===== config.mk =====
export PLATFORM = sky130hd
export DESIGN_NAME = alu_share_ctrl
export DESIGN_NICKNAME = d
export VERILOG_FILES = /design/src/rtl/alu_pkg.sv /design/src/rtl/alu4_core.sv /design/src/rtl/alu_share_ctrl.sv
export SDC_FILE = /design/constraint.sdc
export NUM_CORES = 1
export LEC_CHECK = 0
export ABC_AREA = 1
export BUFFER_PORTS_ARGS = -buffer_cell sky130_fd_sc_hd__buf_4
export CAP_MARGIN = 20
export CORE_UTILIZATION = 40
export CTS_BUF_LIST = sky130_fd_sc_hd__clkbuf_8
export DETAILED_ROUTE_END_ITERATION = 12
export GPL_TIMING_DRIVEN = 0
export PLACE_DENSITY = 0.69
export SLEW_MARGIN = 20
export SYNTH_ARGS = -nofsm -noshare
export SYNTH_HDL_FRONTEND = slang
export SYNTH_HIERARCHICAL = 1
export SYNTH_SLANG_ARGS = --single-unit

===== constraint.sdc =====
create_clock -name clk -period 3.3 [get_ports clk]
set_input_delay 0.495 -clock clk [delete_from_list [all_inputs] [get_ports clk]]
set_output_delay 0.495 -clock clk [all_outputs]
set_load 0.02 [all_outputs]

===== src/rtl/alu_pkg.sv =====
`default_nettype none
// ============================================================================
//  Module   : alu_pkg
//  Purpose  : Shared definitions for the shared-ALU controller: ALU op codes
//             and the controller FSM state encoding.
//  Contents : op_e    - 2-bit op code (AND/OR/XOR/ADD)
//             state_e - 2-bit controller state (IDLE/EXEC/RESP)
//  Revision : 1.0 - initial release
// ============================================================================
package alu_pkg;

    typedef enum logic [1:0] {
        OP_AND = 2'b00,
        OP_OR  = 2'b01,
        OP_XOR = 2'b10,
        OP_ADD = 2'b11
    } op_e;

    typedef enum logic [1:0] {
        ST_IDLE = 2'd0,
        ST_EXEC = 2'd1,
        ST_RESP = 2'd2
    } state_e;

endpackage : alu_pkg
`default_nettype wire


===== src/rtl/alu4_core.sv =====
`default_nettype none
// ============================================================================
//  Module   : alu4_core
//  Purpose  : Purely combinational ALU datapath: bitwise AND/OR/XOR and ADD
//             with carry-out.
//  Ports    : op   in  2      op code (see alu_pkg::op_e)
//             a    in  WIDTH  operand a
//             b    in  WIDTH  operand b
//             y    out WIDTH  result
//             cout out 1      carry-out of ADD, 0 for logic ops
//  Revision : 1.0 - initial release
// ============================================================================
module alu4_core
    import alu_pkg::*;
#(
    parameter int WIDTH = 4
) (
    input  logic [1:0]       op,
    input  logic [WIDTH-1:0] a,
    input  logic [WIDTH-1:0] b,
    output logic [WIDTH-1:0] y,
    output logic             cout
);

    // Zero-extend both operands so the top bit of the sum is the carry.
    logic [WIDTH:0] w_sum;
    assign w_sum = {1'b0, a} + {1'b0, b};

    always_comb begin
        y    = '0;
        cout = 1'b0;
        case (op)
            OP_AND:  y = a & b;
            OP_OR:   y = a | b;
            OP_XOR:  y = a ^ b;
            OP_ADD:  {cout, y} = w_sum;
            default: y = '0;
        endcase
    end

endmodule : alu4_core
`default_nettype wire


===== src/rtl/alu_share_ctrl.sv =====
`default_nettype none
// ============================================================================
//  Module   : alu_share_ctrl
//  Purpose  : Shares one ALU core between two requesters. Round-robin grant,
//             valid/ready request and response channels, one op in flight,
//             registered result (IDLE -> EXEC -> RESP -> IDLE).
//  Ports    : clk, rst_n                 clock / async active-low reset
//             reqN_valid/ready           request handshake, N = 0,1
//             reqN_op/a/b                op code and operands
//             respN_valid/ready          response handshake, N = 0,1
//             resp_y, resp_cout          shared registered result
//             busy                       high while an op is in EXEC or RESP
//  Revision : 1.0 - initial release
// ============================================================================
module alu_share_ctrl
    import alu_pkg::*;
#(
    parameter int WIDTH = 4
) (
    input  logic             clk,
    input  logic             rst_n,
    input  logic             req0_valid,
    output logic             req0_ready,
    input  logic [1:0]       req0_op,
    input  logic [WIDTH-1:0] req0_a,
    input  logic [WIDTH-1:0] req0_b,
    input  logic             req1_valid,
    output logic             req1_ready,
    input  logic [1:0]       req1_op,
    input  logic [WIDTH-1:0] req1_a,
    input  logic [WIDTH-1:0] req1_b,
    output logic             resp0_valid,
    input  logic             resp0_ready,
    output logic             resp1_valid,
    input  logic             resp1_ready,
    output logic [WIDTH-1:0] resp_y,
    output logic             resp_cout,
    output logic             busy
);

    state_e           r_state;
    logic             r_last_grant;
    logic             r_grant;
    logic [1:0]       r_op;
    logic [WIDTH-1:0] r_a;
    logic [WIDTH-1:0] r_b;
    logic [WIDTH-1:0] r_y;
    logic             r_cout;
    logic             r_resp0_valid;
    logic             r_resp1_valid;
    logic             r_busy;

    logic             w_idle;
    logic             w_any;
    logic             w_grant;
    logic             w_accept;
    logic             w_resp_hs;
    logic [WIDTH-1:0] w_y;
    logic             w_cout;

    // Arbitration: a lone requester wins; on contention the one that was
    // not served last wins.
    assign w_idle  = (r_state == ST_IDLE);
    assign w_any   = req0_valid | req1_valid;
    assign w_grant = (req0_valid && req1_valid) ? ~r_last_grant : req1_valid;

    // Ready is forced low while reset is asserted so nothing looks accepted.
    assign req0_ready = rst_n & w_idle & w_any & ~w_grant;
    assign req1_ready = rst_n & w_idle & w_any &  w_grant;
    assign w_accept   = req0_ready | req1_ready;

    assign w_resp_hs  = (r_state == ST_RESP) &
                        (r_grant ? resp1_ready : resp0_ready);

    alu4_core #(
        .WIDTH (WIDTH)
    ) u_core (
        .op   (r_op),
        .a    (r_a),
        .b    (r_b),
        .y    (w_y),
        .cout (w_cout)
    );

    always_ff @(posedge clk or negedge rst_n) begin
        if (!rst_n) begin
            r_state       <= ST_IDLE;
            r_last_grant  <= 1'b1;
            r_grant       <= 1'b0;
            r_op          <= 2'b00;
            r_a           <= '0;
            r_b           <= '0;
            r_y           <= '0;
            r_cout        <= 1'b0;
            r_resp0_valid <= 1'b0;
            r_resp1_valid <= 1'b0;
            r_busy        <= 1'b0;
        end else begin
            case (r_state)
                ST_IDLE: begin
                    if (w_accept) begin
                        r_grant <= w_grant;
                        r_op    <= w_grant ? req1_op : req0_op;
                        r_a     <= w_grant ? req1_a  : req0_a;
                        r_b     <= w_grant ? req1_b  : req0_b;
                        r_busy  <= 1'b1;
                        r_state <= ST_EXEC;
                    end
                end
                ST_EXEC: begin
                    r_y           <= w_y;
                    r_cout        <= w_cout;
                    r_resp0_valid <= ~r_grant;
                    r_resp1_valid <=  r_grant;
                    r_state       <= ST_RESP;
                end
                ST_RESP: begin
                    if (w_resp_hs) begin
                        r_last_grant  <= r_grant;
                        r_resp0_valid <= 1'b0;
                        r_resp1_valid <= 1'b0;
                        r_busy        <= 1'b0;
                        r_state       <= ST_IDLE;
                    end
                end
                default: begin
                    r_state <= ST_IDLE;
                end
            endcase
        end
    end

    assign resp_y      = r_y;
    assign resp_cout   = r_cout;
    assign resp0_valid = r_resp0_valid;
    assign resp1_valid = r_resp1_valid;
    assign busy        = r_busy;

endmodule : alu_share_ctrl
`default_nettype wire

**Word-level counts from Yosys, hierarchy flattened**

Cells that the tools add are included.

- Add/sub/neg operators: 1
- Eq/ne operators: 7
- Multiplexer cells: 15
- Bitwise logic cells: 13
- Reduce and logical (&&, ||, !) cells: 10

Operator list:

| operator | count |
|---|---|
| $pmux 4 s4 | 1 |
| $mux 4 | 2 |
| $reduce_and 2->1 | 4 |
| $eq 2x2->1 const B | 3 |
| $mux 2 | 3 |
| $pmux 1 s2 | 3 |
| $pmux 2 s3 | 1 |
| $add 4x4->5 | 1 |
| $and 1x1->1 | 5 |
| $mux 1 | 5 |
| $and 4x4->4 | 1 |
| $eq 2x1->1 const B | 2 |
| $logic_not 2->1 | 2 |
| $or 4x4->4 | 1 |
| $reduce_bool 2->1 | 2 |
| $xor 4x4->4 | 1 |
| $not 1->1 | 3 |
| $reduce_and 3->1 | 1 |
| $ne 2x1->1 const B | 1 |
| $ne 2x2->1 const B | 1 |
| $or 1x1->1 | 2 |
| $logic_and 1x1->1 | 1 |

- Flip-flop bits (word level): 22
- Input port bits: 26
- Output and inout port bits: 10
- Word-level logic and storage cells: 57

**Longest topological paths before layout**

- Depth in word-level cells: 7
- Depth in mapped cells: 10
- Gate-level depth less buffers: 10

**Cells and area by module**

The synthesis kept the hierarchy.

Modules (own cells, without submodules):

| module | times used | cells an instance | area an instance (µm²) |
|---|---|---|---|
| alu_share_ctrl | 1 | 137 | 1,077.3 |
| alu4_core | 1 | 54 | 316.6 |

**Worst setup path after synthesis**

No wires, ideal clock.

- Kind: reg2out
- Start: reg r_state[0]
- End: out req0_ready
- Arrival time: 1.161 ns
- Required time: 2.805 ns
- Slack: 1.644 ns
- Stages on the path, launching flop included: 6
- Path buffers: 2
- Cells stage by stage: dfrtp_1 -> buf_6 -> nor2_8 -> nand3_2 -> buf_2 -> nor2_1

- Word-level cells in the longest chain between the ends: 4

Ends and longest elaborated chain:

| element | line | RTL |
|---|---|---|
| start: declaration | alu_share_ctrl.sv:41 | `state_e r_state;` |
| start signal: assignment | alu_share_ctrl.sv:87 | `r_state <= ST_IDLE;` |
| start signal: assignment | alu_share_ctrl.sv:107 | `r_state <= ST_EXEC;` |
| start signal: assignment | alu_share_ctrl.sv:115 | `r_state <= ST_RESP;` |
| $logic_not 2->1 | alu_share_ctrl.sv:63 | `assign w_idle = (r_state == ST_IDLE);` |
| $and 1x1->1 (3 in a row) | alu_share_ctrl.sv:68 | `assign req0_ready = rst_n & w_idle & w_any & ~w_grant;` |
| end: declaration | alu_share_ctrl.sv:23 | `output logic req0_ready,` |

No other way between the ends.

**Final worst setup path**

- Start: reg r_last_grant
- End: out req0_ready

- Word-level cells in the longest chain between the ends: 4

Ends and longest elaborated chain:

| element | line | RTL |
|---|---|---|
| start: declaration | alu_share_ctrl.sv:42 | `logic r_last_grant;` |
| start signal: assignment | alu_share_ctrl.sv:119 | `r_last_grant <= r_grant;` |
| $not 1->1 | alu_share_ctrl.sv:65 | `assign w_grant = (req0_valid && req1_valid) ? ~r_last_grant : req1_valid;` |
| $mux 1 | alu_share_ctrl.sv:65 |  |
| $not 1->1 | alu_share_ctrl.sv:68 |  |
| $and 1x1->1 | alu_share_ctrl.sv:68 |  |

No other way between the ends.

==> impl_results.md <==
- Total length of routed wires: 2.56 mm
- Clk pwr share: 0.141
- Sw Share: 0.431
- Critical path class: reg2out
- Final Slew Violations: 0
- Synth cell count leaders: 87 x nand2_1, 23 x nand3_1, 21 x dfrtp_1
- Post-synth EDFFs: 0
- Ys Warns: 6
- Synth Flop Type: dfrtp_1
- DRC viols: 0
- Post-synthesis area per instance: 7.30 um^2
- Area growth syn-to-layout: 26.9%
- Setup Buffers After CTS: 0
- Critical Path RT: 2800 ps
- Largest net degree at the start of global routing: 25
- Ys async rst share: 1.00
- Fmax: between 0.5 and 0.6 GHz
- Tot GR Track Use: 0.152
- CTS tree: yes
- CTS Buf Count: 3
- Hold Path Class: in2async
- Post-layout min period: 1970 ps
- R2R Setup Slk: 1620 ps
- Dpl hpwl: 1.98 mm
- Die area: 3720 um^2
- Tcrit/Tclk final: 0.598
- # diodes: 0
- Met1 wire length: 1.29 mm
- Top Metal Used: met4
- Port buffer count: 35
- Post-CTS resize count: 0
- Pre-antenna DRT Iters: 4
- RSZ-0062 raised after global routing: no
- Die H: around 61 um
- CP arrival: between 1000 and 1500 ps
- Worst skew pair latency: around 260 ps
- Slew @ Worst Pin: 313 ps
- # hold bufs at CTS: 0
- CTS root buf: clkbuf_8
- Startpoint Class: flop
- Mapped Cells: 191
- Max VDD drop: roughly 270 uV
- Cell variety after synth: 22
- Total gr overflow: 0
- Seq cells post-synth: 22
- Net Sw Power: between 0.0005 and 0.0006 W
- Maxcap violations: 0
- Fin. Hold Viols: 0
- LEAKAGE: 0.986 nW
- Core Area: 3340 um^2
- H-tree depth: 1
- Element type at the critical path end: output pin
- Row cnt: 21
- Final setup fails: 0
- Rel. slew slack: 0.792
- Vias in the first global route: 962
- Layout Nets: 266
- Drt wl/cell: 9.26 um
- Seq pwr share: 0.354
- Initial Util: 0.418
- Synthesized net count: 226
- Area share of the leading cell type in the synthesized netlist: 0.377
- Status: completed
- Reg clk slew, reported paths: 80 ps
- Avg Vias per Cell: 4.41
- Max Buffers Root-to-Sink: 2
- Top post-synthesis cells by area: dfrtp_1 38%, nand2_1 23%, nand3_1 8.3%, ha_1 7.2%, inv_1 5.1%
- Power density over the cells: 771 nW/um^2
- Cell Count, Final, Fillers Out: 276
- Sequential share of the synthesized area: 0.396
- Worst Skew: approximately 1.8 ps
- Clock tree sinks: 22
- Via count: 1216
- Ports: 36
- Layout cells sized above 1: 0.239
- Global placer's final weighted congestion: just under 0.9
- DRT iter0 DRCs: 27
- Inst Count DP: about 270
- P_int: 0.000777 W
- Synth area leader: dfrtp_1
- Critical Path Fanout Max: 10
- Die X: approximately 60 um
- Initial antenna violation count: 0
- First-pass GRT wire length: 4.22 mm
- WL met2: around 1.1 mm
- Cell area after synthesis: 1390 um^2
- Gate power share: 0.504
- Wire length on met3: around 99 um
- Top-count cell post-synth: nand2_1
- Setup total negative slack: 0 ps
- Antenna-violating nets left: 0
## kinds of logic after synthesis
kind of cell | share of synthesized area
adders and majority gates | 0.0862
AOI/OAI and AO/OA | 0.0386
buffers and inverters | 0.0871
and+or+nand+nor | 0.392
DFF | 0.396
## metrics by stage
step           hold slack [ps]  setup slack, ps  total power [W]  instance area, um^2   util
2_1_floorplan              199             1640         0.000976                 1390      -
3_3_place_gp               412             1420          0.00116                 1710  0.514
3_5_place_dp               414             1410          0.00117                 1710  0.514
4_1_cts                    128             1320          0.00137                 1770  0.530
5_1_grt                    139             1200          0.00151                 1770  0.530
6_report                   119             1330          0.00136                 1770  0.530
## worst paths after layout
kind	startpoint	to	cells past startpoint
worst max register to register	r_b[0]	resp_y[2]	9
worst min-delay path	rst_n	resp1_valid	1
min in group clk	resp_y[2]	resp_y[2]	2
max in group asynchronous	rst_n	r_last_grant	1
worst min register to register	resp_y[2]	resp_y[2]	2
worst max-delay path	r_last_grant	req0_ready	6
## area by class of cell
class	count	area, um^2
timing repair buffer	35	263
fill	331	1570
buffer	6	42.5
tap	46	57.6
clock buffer	4	55.1
multi-input combinational	142	721
inverter	21	78.8
sequential	22	552
## layer usage
layer  vias to the layer above  global-route usage
li1                        676                   -
met1                       503               0.225
met2                        35               0.225
met3                         2              0.0189
met4                         0              0.0584
met5                         -                   0
## worst max-delay path, cell delays in order (launching register included)
cell	delay, ps
dfstp_2	540
nand2_1	60
nand2_1	90
buf_2	210
inv_1	60
nor2_1	100
buf_4	150
## sequential cells by signal (all words and copies together), names as in the netlist
signal / cells
r_a: 4
r_b: 4
resp_y: 4
r_op: 2
r_state: 2
busy: 1
r_grant: 1
r_last_grant: 1
resp0_valid: 1
resp1_valid: 1
resp_cout: 1
## layout by cell type (no fill, tap or decap)
cell type and n:
buf_6 2, nor2_2 2, dfstp_2 1, nor2_4 2, or2_0 1, ha_1 8
nand2_4 1, nand3_1 23, inv_1 19, buf_4 35, o21ai_0 4, inv_2 2
fa_1 1, nand2_1 87, nor2_8 1, o2111ai_1 1, o21ai_1 1, clkbuf_8 4
nor2_1 6, a21oi_1 1, buf_2 4, o211ai_1 2, dfrtp_1 21, nand3_2 1
## power groups by stage
stage / registers (W) / logic, W / clock network [W]
floorplan: 0.000518 / 0.000458 / 0
global placement: 0.000486 / 0.000677 / 0
detailed placement: 0.000489 / 0.000685 / 0
CTS: 0.000484 / 0.000693 / 0.000197
global route: 0.000503 / 0.000802 / 0.000203
finish: 0.000483 / 0.000688 / 0.000193
(Power assumes the default switching activity.)
